### config.mk
export PLATFORM = sky130hd
export DESIGN_NAME = instr_fetch_queue
export DESIGN_NICKNAME = d
export VERILOG_FILES = /design/src/rtl/cpu16_pkg.sv /design/src/rtl/fetch_fifo.sv /design/src/rtl/instr_fetch_queue.sv
export SDC_FILE = /design/constraint.sdc
export NUM_CORES = 1
export LEC_CHECK = 0
export BUFFER_PORTS_ARGS = -buffer_cell sky130_fd_sc_hd__buf_2
export CAP_MARGIN = 0
export CORE_ASPECT_RATIO = 0.6
export CORE_MARGIN = 10
export CORE_UTILIZATION = 25
export CTS_CLUSTER_DIAMETER = 50
export DETAILED_ROUTE_END_ITERATION = 7
export GPL_ROUTABILITY_DRIVEN = 0
export HOLD_SLACK_MARGIN = 0.03
export SLEW_MARGIN = 20
export SYNTH_ARGS = -nofsm -noshare
export SYNTH_HDL_FRONTEND = slang
export SYNTH_SLANG_ARGS = --single-unit
### constraint.sdc
create_clock -name clock -period 4.8 [get_ports clock]
set_input_delay 0.24 -clock clock [delete_from_list [all_inputs] [get_ports clock]]
set_output_delay 0.24 -clock clock [all_outputs]
set_load 0.01 [all_outputs]
### src/rtl/cpu16_pkg.sv
// Shared definitions for the 16-bit core: word width, the fetch-unit
// state encoding and a saturating counter helper.
package cpu16_pkg;

    localparam int WORD_W  = 16;
    localparam int ENTRY_W = 2 * WORD_W;

    typedef enum logic [1:0] {
        IDLE,
        WAIT,
        DRAIN
    } fetch_state_t;

    function automatic logic [WORD_W-1:0] sat_add(
        input logic [WORD_W-1:0] a,
        input logic [WORD_W-1:0] b
    );
        logic [WORD_W:0] sum;
        sum = {1'b0, a} + {1'b0, b};
        return sum[WORD_W] ? '1 : sum[WORD_W-1:0];
    endfunction

endpackage

### src/rtl/fetch_fifo.sv
// Instruction queue storage: DEPTH entries of {instr, pc}, one push and one
// pop per cycle, synchronous flush, registered head output.
// Ports: clock, reset (async, active-high), push/push_data, pop, flush,
//        count, head_valid, head_data (holds last value while empty).
module fetch_fifo
    import cpu16_pkg::*;
#(
    parameter  int DEPTH = 4,
    localparam int AW    = $clog2(DEPTH),
    localparam int CW    = AW + 1
) (
    input  logic               clock,
    input  logic               reset,
    input  logic               push,
    input  logic [ENTRY_W-1:0] push_data,
    input  logic               pop,
    input  logic               flush,
    output logic [CW-1:0]      count,
    output logic               head_valid,
    output logic [ENTRY_W-1:0] head_data
);

    localparam logic [CW-1:0] FULL = CW'(DEPTH);

    logic [ENTRY_W-1:0] mem [DEPTH];
    logic [AW-1:0]      rd_ptr;
    logic [AW-1:0]      wr_ptr;
    logic [AW-1:0]      rd_next;
    logic [CW-1:0]      count_next;
    logic               do_push;
    logic               do_pop;

    assign do_push    = push && !flush && (count != FULL);
    assign do_pop     = pop && !flush && (count != '0);
    assign rd_next    = rd_ptr + AW'(do_pop);
    assign count_next = count + CW'(do_push) - CW'(do_pop);

    always_ff @(posedge clock) begin
        if (do_push) begin
            mem[wr_ptr] <= push_data;
        end
    end

    // The head register is loaded from the slot that becomes the head.
    // When that slot is being written in the same cycle (queue empty after
    // the pop), the incoming data is forwarded instead of the stale slot.
    always_ff @(posedge clock or posedge reset) begin
        if (reset) begin
            rd_ptr     <= '0;
            wr_ptr     <= '0;
            count      <= '0;
            head_valid <= 1'b0;
            head_data  <= '0;
        end else if (flush) begin
            rd_ptr     <= '0;
            wr_ptr     <= '0;
            count      <= '0;
            head_valid <= 1'b0;
        end else begin
            rd_ptr     <= rd_next;
            wr_ptr     <= wr_ptr + AW'(do_push);
            count      <= count_next;
            head_valid <= (count_next != '0);
            if (count_next != '0) begin
                if (do_push && (wr_ptr == rd_next)) begin
                    head_data <= push_data;
                end else begin
                    head_data <= mem[rd_next];
                end
            end
        end
    end

endmodule

### src/rtl/instr_fetch_queue.sv
// Instruction fetch unit: issues one word request at a time, queues the
// returned words with their addresses and handles branch redirects.
// Ports: clock, reset (async, active-high); mem_req/mem_addr out,
//        mem_rvalid/mem_rdata in; redirect/redirect_pc in;
//        instr_valid/instr/instr_pc out, instr_ready in.
// Optional macro FETCH_STATS_EN adds stat_fetched and stat_dropped.
module instr_fetch_queue
    import cpu16_pkg::*;
#(
    parameter int                DEPTH    = 4,
    parameter logic [WORD_W-1:0] RESET_PC = 16'h0000
) (
    input  logic              clock,
    input  logic              reset,
    output logic              mem_req,
    output logic [WORD_W-1:0] mem_addr,
    input  logic              mem_rvalid,
    input  logic [WORD_W-1:0] mem_rdata,
    input  logic              redirect,
    input  logic [WORD_W-1:0] redirect_pc,
`ifdef FETCH_STATS_EN
    output logic [WORD_W-1:0] stat_fetched,
    output logic [WORD_W-1:0] stat_dropped,
`endif
    output logic              instr_valid,
    output logic [WORD_W-1:0] instr,
    output logic [WORD_W-1:0] instr_pc,
    input  logic              instr_ready
);

    localparam int            AW   = $clog2(DEPTH);
    localparam int            CW   = AW + 1;
    localparam logic [CW-1:0] FULL = CW'(DEPTH);

    fetch_state_t       state;
    fetch_state_t       state_next;
    logic [WORD_W-1:0]  fetch_pc;
    logic [WORD_W-1:0]  req_addr;
    logic [CW-1:0]      count;
    logic               push;
    logic               pop;
    logic               drop_rsp;
    logic [ENTRY_W-1:0] head_data;

    assign mem_addr = fetch_pc;
    assign pop      = instr_valid && instr_ready && !redirect;
    assign instr    = head_data[ENTRY_W-1:WORD_W];
    assign instr_pc = head_data[WORD_W-1:0];

    // With one request outstanding at most, issuing only while a slot is
    // free guarantees the response always fits.
    always_comb begin
        state_next = state;
        mem_req    = 1'b0;
        push       = 1'b0;
        drop_rsp   = 1'b0;
        unique case (state)
            IDLE: begin
                if (!reset && !redirect && (count < FULL)) begin
                    mem_req    = 1'b1;
                    state_next = WAIT;
                end
            end
            WAIT: begin
                if (mem_rvalid) begin
                    push       = !redirect;
                    drop_rsp   = redirect;
                    state_next = IDLE;
                end else if (redirect) begin
                    state_next = DRAIN;
                end
            end
            DRAIN: begin
                if (mem_rvalid) begin
                    drop_rsp   = 1'b1;
                    state_next = IDLE;
                end
            end
            default: begin
                state_next = IDLE;
            end
        endcase
    end
    // A redirect that coincides with the response in WAIT consumes that
    // response on the spot; waiting in DRAIN for it would never end.

    always_ff @(posedge clock or posedge reset) begin
        if (reset) begin
            state    <= IDLE;
            fetch_pc <= RESET_PC;
            req_addr <= '0;
        end else begin
            state <= state_next;
            if (redirect) begin
                fetch_pc <= redirect_pc;
            end else if (mem_req) begin
                fetch_pc <= fetch_pc + 16'd1;
            end
            if (mem_req) begin
                req_addr <= fetch_pc;
            end
        end
    end

    fetch_fifo #(
        .DEPTH (DEPTH)
    ) u_fifo (
        .clock      (clock),
        .reset      (reset),
        .push       (push),
        .push_data  ({mem_rdata, req_addr}),
        .pop        (pop),
        .flush      (redirect),
        .count      (count),
        .head_valid (instr_valid),
        .head_data  (head_data)
    );

`ifdef FETCH_STATS_EN
    logic [WORD_W-1:0] drop_amt;

    assign drop_amt = (redirect ? WORD_W'(count) : '0)
                    + WORD_W'(drop_rsp);

    always_ff @(posedge clock or posedge reset) begin
        if (reset) begin
            stat_fetched <= '0;
            stat_dropped <= '0;
        end else begin
            stat_fetched <= sat_add(stat_fetched, WORD_W'(push));
            stat_dropped <= sat_add(stat_dropped, drop_amt);
        end
    end
`endif

endmodule

# After elaboration in Yosys (flattened, before gate mapping)
# Memory sizes are Yosys's and may differ from the RTL's. A register that Yosys moved wholly into a read port is not among the register bits.
# Index checks and enable logic that the tools add are counted.
# totals
ff_bits,42
mem_bits_rw,128
input_bits,37
elab_cells,54
mem_count,1
# mem_list
name,depth,word_bits,rd,rd_clocked_by_memory_dff,wr,line_no,text
u_fifo.mem,4,32,1,1,1,fetch_fifo.sv:25,logic [ENTRY_W-1:0] mem [DEPTH];
# classes
add_sub_neg,5
n_lt_le_gt_ge,1
n_eq_ne,6
n_mux,17
n_bitwise,1
n_reduce_logical,16
# op_table
operator,n
$mux 16,2
$add 16x1->16 const B,1
$mux 2,6
$logic_and 1x1->1,8
$mux 1,7
$ne 3x3->1 const B,2
$pmux 2 s3,1
$reduce_bool 3->1,2
$add 2x1->2,2
$ne 2x2->1 const B,2
$add 3x1->3,1
$lt 3x3->1 const B,1
$mux 3,1
$reduce_and 3->1,1
$sub 3x1->3,1
$eq 2x1->1 const B,1
$eq 2x2->1 const B,1
$logic_not 1->1,2
$logic_not 2->1,1
$reduce_and 2->1,1
$reduce_bool 2->1,1
$not 1->1,1

# Depth between registers and ports, before layout
# depth
word_depth,9
ltp_mapped,15

# Cells and area by module
# A second synthesis with hierarchy kept.
# unflattened
hier_cells,615
hier_area_um2,9277.6
# by_module_without_submodules
mod,n_inst,cells_per_inst,area_per_inst_um2
fetch_fifo,1,438,7617.3
instr_fetch_queue,1,177,1660.3

# Least setup slack after synthesis
# OpenSTA, ideal clock, no wires.
# synth_timing
path_type,register to register
startpoint,register u_fifo.count[2]
endpoint,memory u_fifo.mem[0][0] (netlist bit) (enable)
arrival_ns,3.354
required_ns,4.332
path_slack_ns,0.978
path_stages_with_launch,5
path_buffers,1
cell_sequence,dfrtp_1 -> or3b_1 -> and4_1 -> clkbuf_1 -> nor3b_1
# synth_via
elab_chain_len,4
# synth_rtl
item,line_no,text
from (decl),fetch_fifo.sv:18,"output logic [CW-1:0] count,"
from (signal assigned),fetch_fifo.sv:62,count <= count_next;
$ne 3x3->1,fetch_fifo.sv:33,assign do_push = push && !flush && (count != FULL);
$logic_and 1x1->1,fetch_fifo.sv:33,
$mux 1,fetch_fifo.sv:39,if (do_push) begin
$mux 1 (not written as such),fetch_fifo.sv:40,mem[wr_ptr] <= push_data;
to (decl),fetch_fifo.sv:25,
# No other way between the ends.

# Final worst setup path
# layout_timing
startpoint,register state[1]
endpoint,"register u_fifo.head_data[1], read port of u_fifo.mem"
# layout_via
elab_chain_len,8
# layout_rtl
item,line_no,text
from (decl),instr_fetch_queue.sv:35,fetch_state_t state;
from (signal assigned),instr_fetch_queue.sv:93,state <= state_next;
$eq 2x1->1,instr_fetch_queue.sv:57,unique case (state)
$mux 1,instr_fetch_queue.sv:57,
$logic_and 1x1->1 (2 in series),fetch_fifo.sv:33,
$add 3x1->3,fetch_fifo.sv:36,assign count_next = count + CW'(do_push) - CW'(do_pop);
$sub 3x1->3,fetch_fifo.sv:36,
$reduce_bool 3->1,fetch_fifo.sv:64,if (count_next != '0) begin
$reduce_and 2->1 (no line),--,
to (decl),fetch_fifo.sv:20,output logic [ENTRY_W-1:0] head_data
# No other way between the ends.
# A chain may end at the register's enable or synchronous reset.

==> metrics.cfg <==
[clock_tree]
clk_latency_ns=0.52
h-tree-depth=1
cts-hold-fix-buffers=34
clockBufferDepth=3
clock_sinks=202
cts-root-buf=clkbuf_16
cts_tree=done
cts.clk_slew.worst_paths_ns=0.06
cts_buffers=24
cts_setup_buffers=0
post_cts_resized=0

[synth]
syn-num-nets=897
yosys_warnings=0
syn_area_um2=9750
synth_top_area_cell=edfxtp_1
netlist_instances=856
yosys-top-cells-count=128 x edfxtp_1, 80 x nand2_1, 74 x dfrtp_1
async_flop_share=0.366
synth_cell_types=56
yosys-top-cells-area=edfxtp_1 39%, dfrtp_1 19%, a211oi_1 4.8%
synth_seq_area_share=0.584
synth-main-ff-cell=edfxtp_1
yosysMostFrequentCell=edfxtp_1
synth-edff-count=128
ys_ff_latch=202
synth.top_cell.area_share=0.394
syn_area_per_cell_um2=11.4

[grt]
grt_pass1_vias=7628
grt_pass1_wl_um=45200
gr-total-overflow=0
antenna_found_initial=1
top_usage_layer=met2
grt_max_degree=64
track_usage=0.117
met1_usage=0.160
grt_use_met3=0.0270
gr-usage-met2=0.184

[status]
outcome=complete, no violations

[die]
ios=87
die_w_um=275
start_util=0.256
die_area_um2=47600
core_um2=38100
die_h_um=173
rows=55

[timing]
hold_viol=0
maxSlewViolCount=0
fmax_ghz=0.315
finalSetupViolCount=0
finClkSkew_ns=0.0138
finalSetupTns_ns=0
tightest_slew_ns=1.01
period_minus_slack_ns=3.18
rsz0062_at_grt=no
slew_headroom=0.330
timing.final.crit_share=0.662

[placed_design]
dp_cells=1390
numPortBuffers=86
dp.final_hpwl_um=18100

[setup_path]
worstPathRequired_ns=5.18
cpPeakStageDelay_ns=0.52
startpoint_type=register
path_max_fanout=55
worstSetupPathType=reg -> reg
crit_start=state[1]$_DFFE_PP0P_
cp_cell_sequence=nor2_1, and4_1, ha_1, inv_1, fa_1, xnor3_1, a31oi_4, buf_4, nand2b_1, o32ai_1, a31oi_1
cp-end-kind=register
crit_slowest_cell=dfrtp_1
arrival_ns=3.56
r2r-start=state[1]$_DFFE_PP0P_

[power_and_ir_drop]
power.share.combinational=0.143
p_switching_mw=1.30
p_clk_frac=0.372
pwr_density_cell_nw_per_um2=398
internal_power_mw=3.36
ir_worst_vdd_uv=188
switching_share=0.279
p_seq_frac=0.485
power.leakage_nw=4.01

[routing]
antenna_left=0
via_count=7674
drt_pass1_iterations=5
routed_wl_um=28900
drc=0
routedWlPerCell_um=19.7
drt_iter0_drc=656
post_drt_via_cell_ratio=5.23

[final_layout]
areaGrowthSynthToFinish_pct=20.1
fin_cells=1468
fin_nets=978
n_antenna_cell=0
drive_gt1_frac=0.175

[hold_path]
hold_start=redirect
hold_class=in -> reg

[job]
drv_cap=0

[sequential cells by signal (all words and copies together) (netlist names)]
register           count
mem_addr              16
req_addr              16
state                  2
u_fifo.count           3
u_fifo.head_data      32
u_fifo.head_valid      1
u_fifo.mem           128
u_fifo.rd_ptr          2
u_fifo.wr_ptr          2
[cell type report]
cell class / instances / area [um2]
clock buffers: 29 / 641
clock inverters: 15 / 113
fillers: 3890 / 26400
inverters: 39 / 148
multi-input cells: 526 / 3520
flip-flops and latches: 202 / 5700
well taps: 513 / 642
repair buffers: 144 / 951
[logic make-up after synthesis]
| family | after synthesis | synth area share |
|---|---|---|
| AO/OA/AOI/OAI | 260 | 0.192 |
| XOR/XNOR | 7 | 0.00924 |
| adder cells (fa/ha/maj) | 4 | 0.00590 |
| buffers and inverters | 128 | 0.0572 |
| flip-flops | 202 | 0.584 |
| multiplexers | 33 | 0.0341 |
| AND/OR/NAND/NOR | 222 | 0.118 |
[metal layers]
layer  vias to the layer above  wire length, um
met5                         -               12
met4                         2              679
met3                        52             2310
met2                       315            13300
met1                      3789            12600
li1                       3516                -
[worst max-delay path: cells and delay by family (launching register included)]
family / cells / cell delay [ns]
compound gates: 3 / 0.56
xor+xnor: 1 / 0.24
fa+ha+maj: 2 / 0.55
buf+inv: 2 / 0.49
flops: 1 / 0.52
simple gates: 3 / 0.67
[through the flow]
stage | hold slack, ns | cell area, um2 | total power [mW] | utilization | worst slack, ns
2_1_floorplan | 0.306 | 9750 | 2.59 | - | 0.978
3_3_place_gp | 0.430 | 10600 | 2.94 | 0.278 | 1.64
3_5_place_dp | 0.436 | 10600 | 2.97 | 0.278 | 1.50
4_1_cts | 0.228 | 11700 | 4.73 | 0.307 | 1.57
5_1_grt | 0.287 | 11700 | 4.88 | 0.307 | 1.29
6_report | 0.253 | 11700 | 4.66 | 0.307 | 1.62
[layout by cell type, fill, tap and decap left out, drive strengths merged, types with 11 or more instances in the layout]
cell and count:
dlygate4sd3 34, edfxtp 128, a31oi 33, o32ai 31, nand2b 32, o21ai 71
mux2i 31, nand2 80, dfrtp 74, clkinv 11, nor4 65, a211oi 62
buf 110, o311ai 18, a221oi 31, inv 39, nor2 18, clkbuf 29
[path summary, 6_finish.rpt]
kind	end	slack, ns	cells after the start
worst max-delay path	u_fifo.head_data[1]$_DFFE_PP0P_	1.62	11
worst min-delay path	u_fifo.count[0]$_DFF_PP0_	0.25	3
worst max register to register	u_fifo.head_data[1]$_DFFE_PP0P_	1.62	11
worst min register to register	u_fifo.head_data[30]$_DFFE_PP0P_	0.51	2
max in group asynchronous	u_fifo.rd_ptr[1]$_DFF_PP0_	3.38	4
min in group asynchronous	u_fifo.count[0]$_DFF_PP0_	0.41	3
[power by group through the flow]
stage,sequential [mW],combinational (mW),clock [mW]
finish,2.26,0.667,1.73
detailed placement,2.30,0.665,0
global placement,2.30,0.645,0
floorplan,2.30,0.294,0
global route,2.29,0.745,1.85
CTS,2.27,0.689,1.77
(Power assumes the default switching activity.)
